**src/rtl/alu_seq_unit.sv**
```systemverilog
// Sequenced ALU with built-in ALUOp/Funct decode: one-cycle logic/arith, bit-serial shifts.
// Define ALU_SEQ_MULT_EN to include the WIDTH-cycle shift-add multiplier (Funct 24).
module alu_seq_unit #(
  parameter int WIDTH   = 32,
  parameter int SHAMT_W = 5
) (
  input  logic               clk,
  input  logic               reset_n,
  input  logic               start,
  input  logic [1:0]         ALUOp,
  input  logic [5:0]         Funct,
  input  logic [WIDTH-1:0]   a,
  input  logic [WIDTH-1:0]   b,
  input  logic [SHAMT_W-1:0] shamt,
  output logic               busy,
  output logic               done,
  output logic [WIDTH-1:0]   result,
  output logic               zero,
  output logic               illegal
);

  typedef enum logic [3:0] {
    OP_ADD, OP_SUB, OP_AND, OP_OR, OP_XOR, OP_NOR, OP_SLT,
    OP_SLL, OP_SRL, OP_SRA, OP_MUL, OP_ILL
  } op_e;

`ifdef ALU_SEQ_MULT_EN
  typedef enum logic [1:0] {S_IDLE, S_SHIFT, S_MUL} state_e;
`else
  typedef enum logic [1:0] {S_IDLE, S_SHIFT} state_e;
`endif

  function automatic op_e decode(input logic [1:0] aluop, input logic [5:0] funct);
    op_e op;
    op = OP_ILL;
    case (aluop)
      2'b00: op = OP_ADD;
      2'b01: op = OP_SUB;
      2'b10: begin
        case (funct)
          6'd32:   op = OP_ADD;
          6'd34:   op = OP_SUB;
          6'd36:   op = OP_AND;
          6'd37:   op = OP_OR;
          6'd38:   op = OP_XOR;
          6'd39:   op = OP_NOR;
          6'd42:   op = OP_SLT;
          6'd0:    op = OP_SLL;
          6'd2:    op = OP_SRL;
          6'd3:    op = OP_SRA;
`ifdef ALU_SEQ_MULT_EN
          6'd24:   op = OP_MUL;
`endif
          default: op = OP_ILL;
        endcase
      end
      default: op = OP_ILL;
    endcase
    return op;
  endfunction

  function automatic logic [WIDTH-1:0] alu_single(input op_e op,
                                                  input logic [WIDTH-1:0] x,
                                                  input logic [WIDTH-1:0] y);
    logic signed [WIDTH-1:0] xs, ys;
    logic [WIDTH-1:0] r;
    xs = x;
    ys = y;
    r  = '0;
    case (op)
      OP_ADD:  r = x + y;
      OP_SUB:  r = x - y;
      OP_AND:  r = x & y;
      OP_OR:   r = x | y;
      OP_XOR:  r = x ^ y;
      OP_NOR:  r = ~(x | y);
      OP_SLT:  r = {{(WIDTH-1){1'b0}}, (xs < ys)};
      default: r = '0;
    endcase
    return r;
  endfunction

  function automatic logic [WIDTH-1:0] shift1(input op_e op, input logic [WIDTH-1:0] v);
    logic [WIDTH-1:0] r;
    case (op)
      OP_SLL:  r = {v[WIDTH-2:0], 1'b0};
      OP_SRL:  r = {1'b0, v[WIDTH-1:1]};
      default: r = {v[WIDTH-1], v[WIDTH-1:1]};
    endcase
    return r;
  endfunction

  state_e             state_q;
  op_e                op_q;
  logic [SHAMT_W-1:0] cnt_q;
  logic [WIDTH-1:0]   acc_q;
  logic [WIDTH-1:0]   result_q;
  logic               zero_q, illegal_q, busy_q, done_q;

  op_e              op_d;
  logic [WIDTH-1:0] alu_d, shift_first_d, shift_nxt_d;

  assign op_d          = decode(ALUOp, Funct);
  assign alu_d         = alu_single(op_d, a, b);
  assign shift_first_d = shift1(op_d, b);
  assign shift_nxt_d   = shift1(op_q, acc_q);

`ifdef ALU_SEQ_MULT_EN
  logic [WIDTH-1:0] mcand_q, mplier_q, mul_nxt_d;
  assign mul_nxt_d = acc_q + (mplier_q[0] ? mcand_q : '0);
`endif

  // The accepting edge already performs the first shift / multiply step, so a
  // k-step operation completes k-1 edges later and k=1 finishes like a logic op.
  always_ff @(posedge clk or negedge reset_n) begin
    if (!reset_n) begin
      state_q   <= S_IDLE;
      op_q      <= OP_ILL;
      cnt_q     <= '0;
      acc_q     <= '0;
      result_q  <= '0;
      zero_q    <= 1'b1;
      illegal_q <= 1'b0;
      busy_q    <= 1'b0;
      done_q    <= 1'b0;
`ifdef ALU_SEQ_MULT_EN
      mcand_q   <= '0;
      mplier_q  <= '0;
`endif
    end else begin
      done_q <= 1'b0;
      case (state_q)
        S_IDLE: begin
          if (start) begin
            op_q <= op_d;
            case (op_d)
              OP_SLL, OP_SRL, OP_SRA: begin
                if (shamt == '0) begin
                  result_q  <= b;
                  zero_q    <= (b == '0);
                  illegal_q <= 1'b0;
                  done_q    <= 1'b1;
                end else if (shamt == SHAMT_W'(1)) begin
                  result_q  <= shift_first_d;
                  zero_q    <= (shift_first_d == '0);
                  illegal_q <= 1'b0;
                  done_q    <= 1'b1;
                end else begin
                  acc_q   <= shift_first_d;
                  cnt_q   <= shamt - SHAMT_W'(1);
                  busy_q  <= 1'b1;
                  state_q <= S_SHIFT;
                end
              end
`ifdef ALU_SEQ_MULT_EN
              OP_MUL: begin
                acc_q    <= b[0] ? a : '0;
                mcand_q  <= {a[WIDTH-2:0], 1'b0};
                mplier_q <= {1'b0, b[WIDTH-1:1]};
                cnt_q    <= SHAMT_W'(WIDTH - 1);
                busy_q   <= 1'b1;
                state_q  <= S_MUL;
              end
`endif
              OP_ILL: begin
                result_q  <= '0;
                zero_q    <= 1'b1;
                illegal_q <= 1'b1;
                done_q    <= 1'b1;
              end
              default: begin
                result_q  <= alu_d;
                zero_q    <= (alu_d == '0);
                illegal_q <= 1'b0;
                done_q    <= 1'b1;
              end
            endcase
          end
        end
        S_SHIFT: begin
          acc_q <= shift_nxt_d;
          cnt_q <= cnt_q - SHAMT_W'(1);
          if (cnt_q == SHAMT_W'(1)) begin
            result_q  <= shift_nxt_d;
            zero_q    <= (shift_nxt_d == '0);
            illegal_q <= 1'b0;
            done_q    <= 1'b1;
            busy_q    <= 1'b0;
            state_q   <= S_IDLE;
          end
        end
`ifdef ALU_SEQ_MULT_EN
        S_MUL: begin
          acc_q    <= mul_nxt_d;
          mcand_q  <= {mcand_q[WIDTH-2:0], 1'b0};
          mplier_q <= {1'b0, mplier_q[WIDTH-1:1]};
          cnt_q    <= cnt_q - SHAMT_W'(1);
          if (cnt_q == SHAMT_W'(1)) begin
            result_q  <= mul_nxt_d;
            zero_q    <= (mul_nxt_d == '0);
            illegal_q <= 1'b0;
            done_q    <= 1'b1;
            busy_q    <= 1'b0;
            state_q   <= S_IDLE;
          end
        end
`endif
        default: begin
          busy_q  <= 1'b0;
          state_q <= S_IDLE;
        end
      endcase
    end
  end

  assign busy    = busy_q;
  assign done    = done_q;
  assign result  = result_q;
  assign zero    = zero_q;
  assign illegal = illegal_q;

endmodule

```
**config.mk**
```make
export PLATFORM = sky130hd
export DESIGN_NAME = alu_seq_unit
export DESIGN_NICKNAME = d
export VERILOG_FILES = /design/src/rtl/alu_seq_unit.sv
export SDC_FILE = /design/constraint.sdc
export NUM_CORES = 1
export LEC_CHECK = 0
export ABC_AREA = 1
export CORE_UTILIZATION = 55
export DETAILED_ROUTE_END_ITERATION = 16
export GPL_TIMING_DRIVEN = 0
export HOLD_SLACK_MARGIN = 0.15
export MAX_ROUTING_LAYER = met4
export PLACE_DENSITY = 0.76
export SETUP_SLACK_MARGIN = 0.3
export SLEW_MARGIN = 20
export SYNTH_ARGS = -nofsm -noshare
export SYNTH_HDL_FRONTEND = slang
export SYNTH_SLANG_ARGS = --single-unit
export TNS_END_PERCENT = 30
```
**constraint.sdc**
```tcl
create_clock -name clk -period 6.6 [get_ports clk]
set_clock_uncertainty 0.15 [all_clocks]
set_input_delay 1.32 -clock clk [delete_from_list [all_inputs] [get_ports clk]]
set_output_delay 1.32 -clock clk [all_outputs]
set_load 0.03 [all_outputs]
```
==> metrics.cfg, run 1 <==
[floorplan]
ioPinCount=116
row_count=52
start_util=0.565
dieHeight_um=147
die_w_um=147

[clocking]
cts_resized=0
clock_path_buffers=2
postCtsSetupBuffers=0
cts_hold_buf=0
cts-buffers-inserted=9
cts_root_buffer=clkbuf_16
h-tree-depth=3
numClockSinks=77

[grt]
grt_max_degree=61
grt_pass1_wl_um=72700
grt_pass1_vias=13500
grt_overflow=0
grt_util_all_layers=0.450
antenna_found_initial=0

[yosys]
synth_commonest_cells=nand2_1, inv_1, nor2_1
synthesis.nets=2181
yosys_warnings=0
ys_types=50
synth_area_leaders=nand2_1, dfrtp_1, ha_1, inv_1, nor2_1
synth-edff-count=0
async_flop_share=1.00
yosysTopAreaCell=nand2_1
synth_ff_type=dfrtp_1
ys_seq_area_frac=0.167
synth_most_common_cell=nand2_1
syn_avg_cell_area_um2=5.78
syn_inst=1998
ys_seq_elements=77
synth_top_area_frac=0.200
synth_area_um2=11500

[status]
outcome=did not finish
haltStage=detailed routing
stop_error=[ERROR DRT-0255] Maze Route cannot find path of net clk in worker of routeBox ( 96600 0 ) ( 146895 48300 ).

[place]
io_buffers=115
place_hpwl_um=39300
gp_congestion=1.07
place_inst=2384

[kinds of logic after synthesis]
group | Yosys count | synth area share
compound gates | 334 | 0.170
simple gates | 1097 | 0.401
fa+ha+maj | 103 | 0.113
xor+xnor | 31 | 0.0235
flops | 77 | 0.167
buf+inv | 356 | 0.124
[per-layer routing]
layer / global-route usage
met1: 0.549
met2: 0.712
met3: 0.0578
met4: 0.265
met5: -
[through the flow]
stage	setup slack, ns	instance area [um2]
4_1_cts	1.61	13400
2_1_floorplan	2.89	11500
3_3_place_gp	1.36	13000
3_5_place_dp	1.28	13100
5_1_grt	1.12	13400
==> inputs of run 2 (changes only) <==
--- a/config.mk
+++ b/config.mk
@@ -6,13 +6,10 @@
 export NUM_CORES = 1
 export LEC_CHECK = 0
 export ABC_AREA = 1
-export CORE_UTILIZATION = 55
+export CORE_UTILIZATION = 40
 export DETAILED_ROUTE_END_ITERATION = 16
 export GPL_TIMING_DRIVEN = 0
-export HOLD_SLACK_MARGIN = 0.15
-export MAX_ROUTING_LAYER = met4
-export PLACE_DENSITY = 0.76
-export SETUP_SLACK_MARGIN = 0.3
+export PLACE_DENSITY_LB_ADDON = 0.15
 export SLEW_MARGIN = 20
 export SYNTH_ARGS = -nofsm -noshare
 export SYNTH_HDL_FRONTEND = slang
==> run 2 against run 1 <==
The flow now finishes without violations. Synthesized area is the same. Synthesized cell count is the same. Global-route usage shrank 11 points.
==> metrics.cfg, run 2 <==
[finish]
layout_common_cells=nand2_1, inv_1, nor2_1, nand3_1, clkdlybuf4s50_1
antenna_cells=0
fin_nets=2308
fill_cells=3156
final_cells=2508
drive_above_1_share=0.0512
multi_input_area_um2=8180
syn2layout_area_growth_pct=16.6
regArea_um2=1930
design_area_um2=13500
layout_commonest_cell=nand2_1

[hold_path]
min_delay_worst_endpoint=acc_q[0]
hold_path_startpoint=acc_q[0]
holdPathStages=2
hold_path_class=reg2reg

[grt]
use_met3=0.0238
grt_pass1_wl_um=75300
busiest_layer=met2
met2_usage=0.570
grt_pass1_vias=13100
grt_overflow=0
grt_util_all_layers=0.343
grt_max_degree=54
global_route.usage.met1=0.455
antenna_found_initial=0

[yosys]
synthesis.nets=2181
ys_seq_area_frac=0.167
synth_commonest_cells=nand2_1, inv_1, nor2_1
synth_most_common_cell=nand2_1
ys_seq_elements=77
syn_avg_cell_area_um2=5.78
synth_area_leaders=nand2_1, dfrtp_1, ha_1, inv_1, nor2_1
syn_inst=1998
async_flop_share=1.00
synth_ff_type=dfrtp_1
yosysTopAreaCell=nand2_1
synth_top_area_frac=0.200
yosys_warnings=0
ys_types=50
synth_area_um2=11500
synth-edff-count=0

[timing]
tightest_slew_ns=0.723
final-setup-viol-count=0
max_freq_ghz=0.187
finalWorstSetupSlack_ns=1.26
rsz0062_at_grt=no
slew_violations=0
holdWs_ns=0.328
finalCritPeriodShare=0.809
hold_violations=0
slew_headroom=0.513
final.min_clock_period_ns=5.34
tns_ns=0

[clocking]
postCtsSetupBuffers=0
cts_hold_buf=0
numClockSinks=77
cts_root_buffer=clkbuf_16
h-tree-depth=3
cts_resized=0
path_clk_slew_ns=0.05
clock_path_buffers=2
cts_tree=yes
cts-buffers-inserted=9
clk_latency_ns=0.34

[critical_path]
worstPathRequired_ns=6.72
crit_chain=clkdlybuf4s50_1 -> inv_1 -> ha_1 -> buf_2 -> inv_1 -> o21bai_1 -> a21oi_1 -> o21ai_0 -> nand2_1 -> nand2_1 -> nand2_1 -> nand3_1 -> nand3_1 -> nor2_1 -> nand2_1 -> nor2_1 -> nand2_1 -> nor2_1 -> nand2_1 -> nand2_1 -> nand2_1 -> a21oi_2
endpoint_kind=register
worst_r2r_endpoint=zero
crit_cells=22
cp_top_family=simple AND/OR/NAND/NOR gates
ff2ff_path_depth=11
path_common_cell=nand2_1
cp_slowest_cell=clkdlybuf4s50_1
cp_max_fo=8
reg2reg_slack_ns=3.48
r2r_start=op_q[3]
start_kind=primary input
critical_path_buf_inv_count=4
crit_type=in2reg
arrival_ns=5.46
max_stage_delay_ns=0.69

[route]
drt_wl_total_um=50100
first_pass_iters=6
vias=13900
wl_per_cell_um=20.0
drc=0
via_per_inst=5.53
drtAntennaViolNets=0
drtIter0Drc=1333

[pwr]
power_frac_comb=0.614
peakVddDrop_mv=0.155
sw_frac_of_total=0.493
leakagePower_nw=6.84
pwr-share-clk=0.138
p_sw_mw=1.61
power_density_nw_per_um2=242
internal-power_mw=1.65
pwr-share-seq=0.248

[place]
gp_congestion=1.02
place_inst=2492
placed_cell_area_um2=13200
io_buffers=115
place_hpwl_um=42200
preCtsSetupSlack_ns=1.09

[floorplan]
start_util=0.411
dieHeight_um=172
die_w_um=172
core_um2=28100
die_area_um2=29600
ioPinCount=116
row_count=61

[status]
outcome=finished clean

[run]
maxCapViolCount=0

[run 2: cell counts after synthesis]
No cell type changed its count.
[run 2: area by class of cell]
cell class / instances / area share
multi-input combinational: 1565 / 0.608
sequential: 77 / 0.144
timing repair buffer: 116 / 0.0874
inverter: 275 / 0.0767
tap: 378 / 0.0351
buffer: 81 / 0.0301
clock buffer: 14 / 0.0189
clock inverter: 2 / 0.000744
[run 2: cells by family (layout without fill, tap and decap cells)]
family | count (synthesis) | count (layout) | synth area share
simple gates | 1097 | 1097 | 0.401
buf+inv | 356 | 488 | 0.124
compound gates | 334 | 334 | 0.170
fa+ha+maj | 103 | 103 | 0.113
flops | 77 | 77 | 0.167
xor+xnor | 31 | 31 | 0.0235
[run 2: metrics by stage]
stage | power, mW | utilization
after floorplan | 2.05 | -
after global placement | 2.77 | 0.469
after detailed placement | 2.79 | 0.470
after CTS | 3.25 | 0.479
after global routing | 3.51 | 0.479
final | 3.26 | 0.479
[run 2: worst max path at each step]
stage               startpoint  endpoint
finish                    b[5]      zero
global route             b[13]      zero
CTS                      b[13]      zero
detailed placement       b[13]      zero
global placement         b[13]      zero
floorplan                 a[0]      zero
[run 2: power by group through the flow]
stage	clock network, mW	logic [mW]	registers [mW]
floorplan	0	1.04	1.01
global placement	0	1.96	0.811
detailed placement	0	1.98	0.816
CTS	0.455	1.99	0.810
global route	0.472	2.20	0.837
finish	0.449	2.00	0.810
[run 2: metal layers]
metal  vias up  share of wire
met5         -              0
met2       579           0.46
met4         0          0.041
met3       106          0.064
met1      6458           0.44
li1       6720              -
[run 2: tightest hold or removal path, stage by stage (launching register included)]
cell and delay (ns):
dfrtp_1 0.33, nand2_1 0.05, o31ai_1 0.06
(Power assumes the default switching activity.)
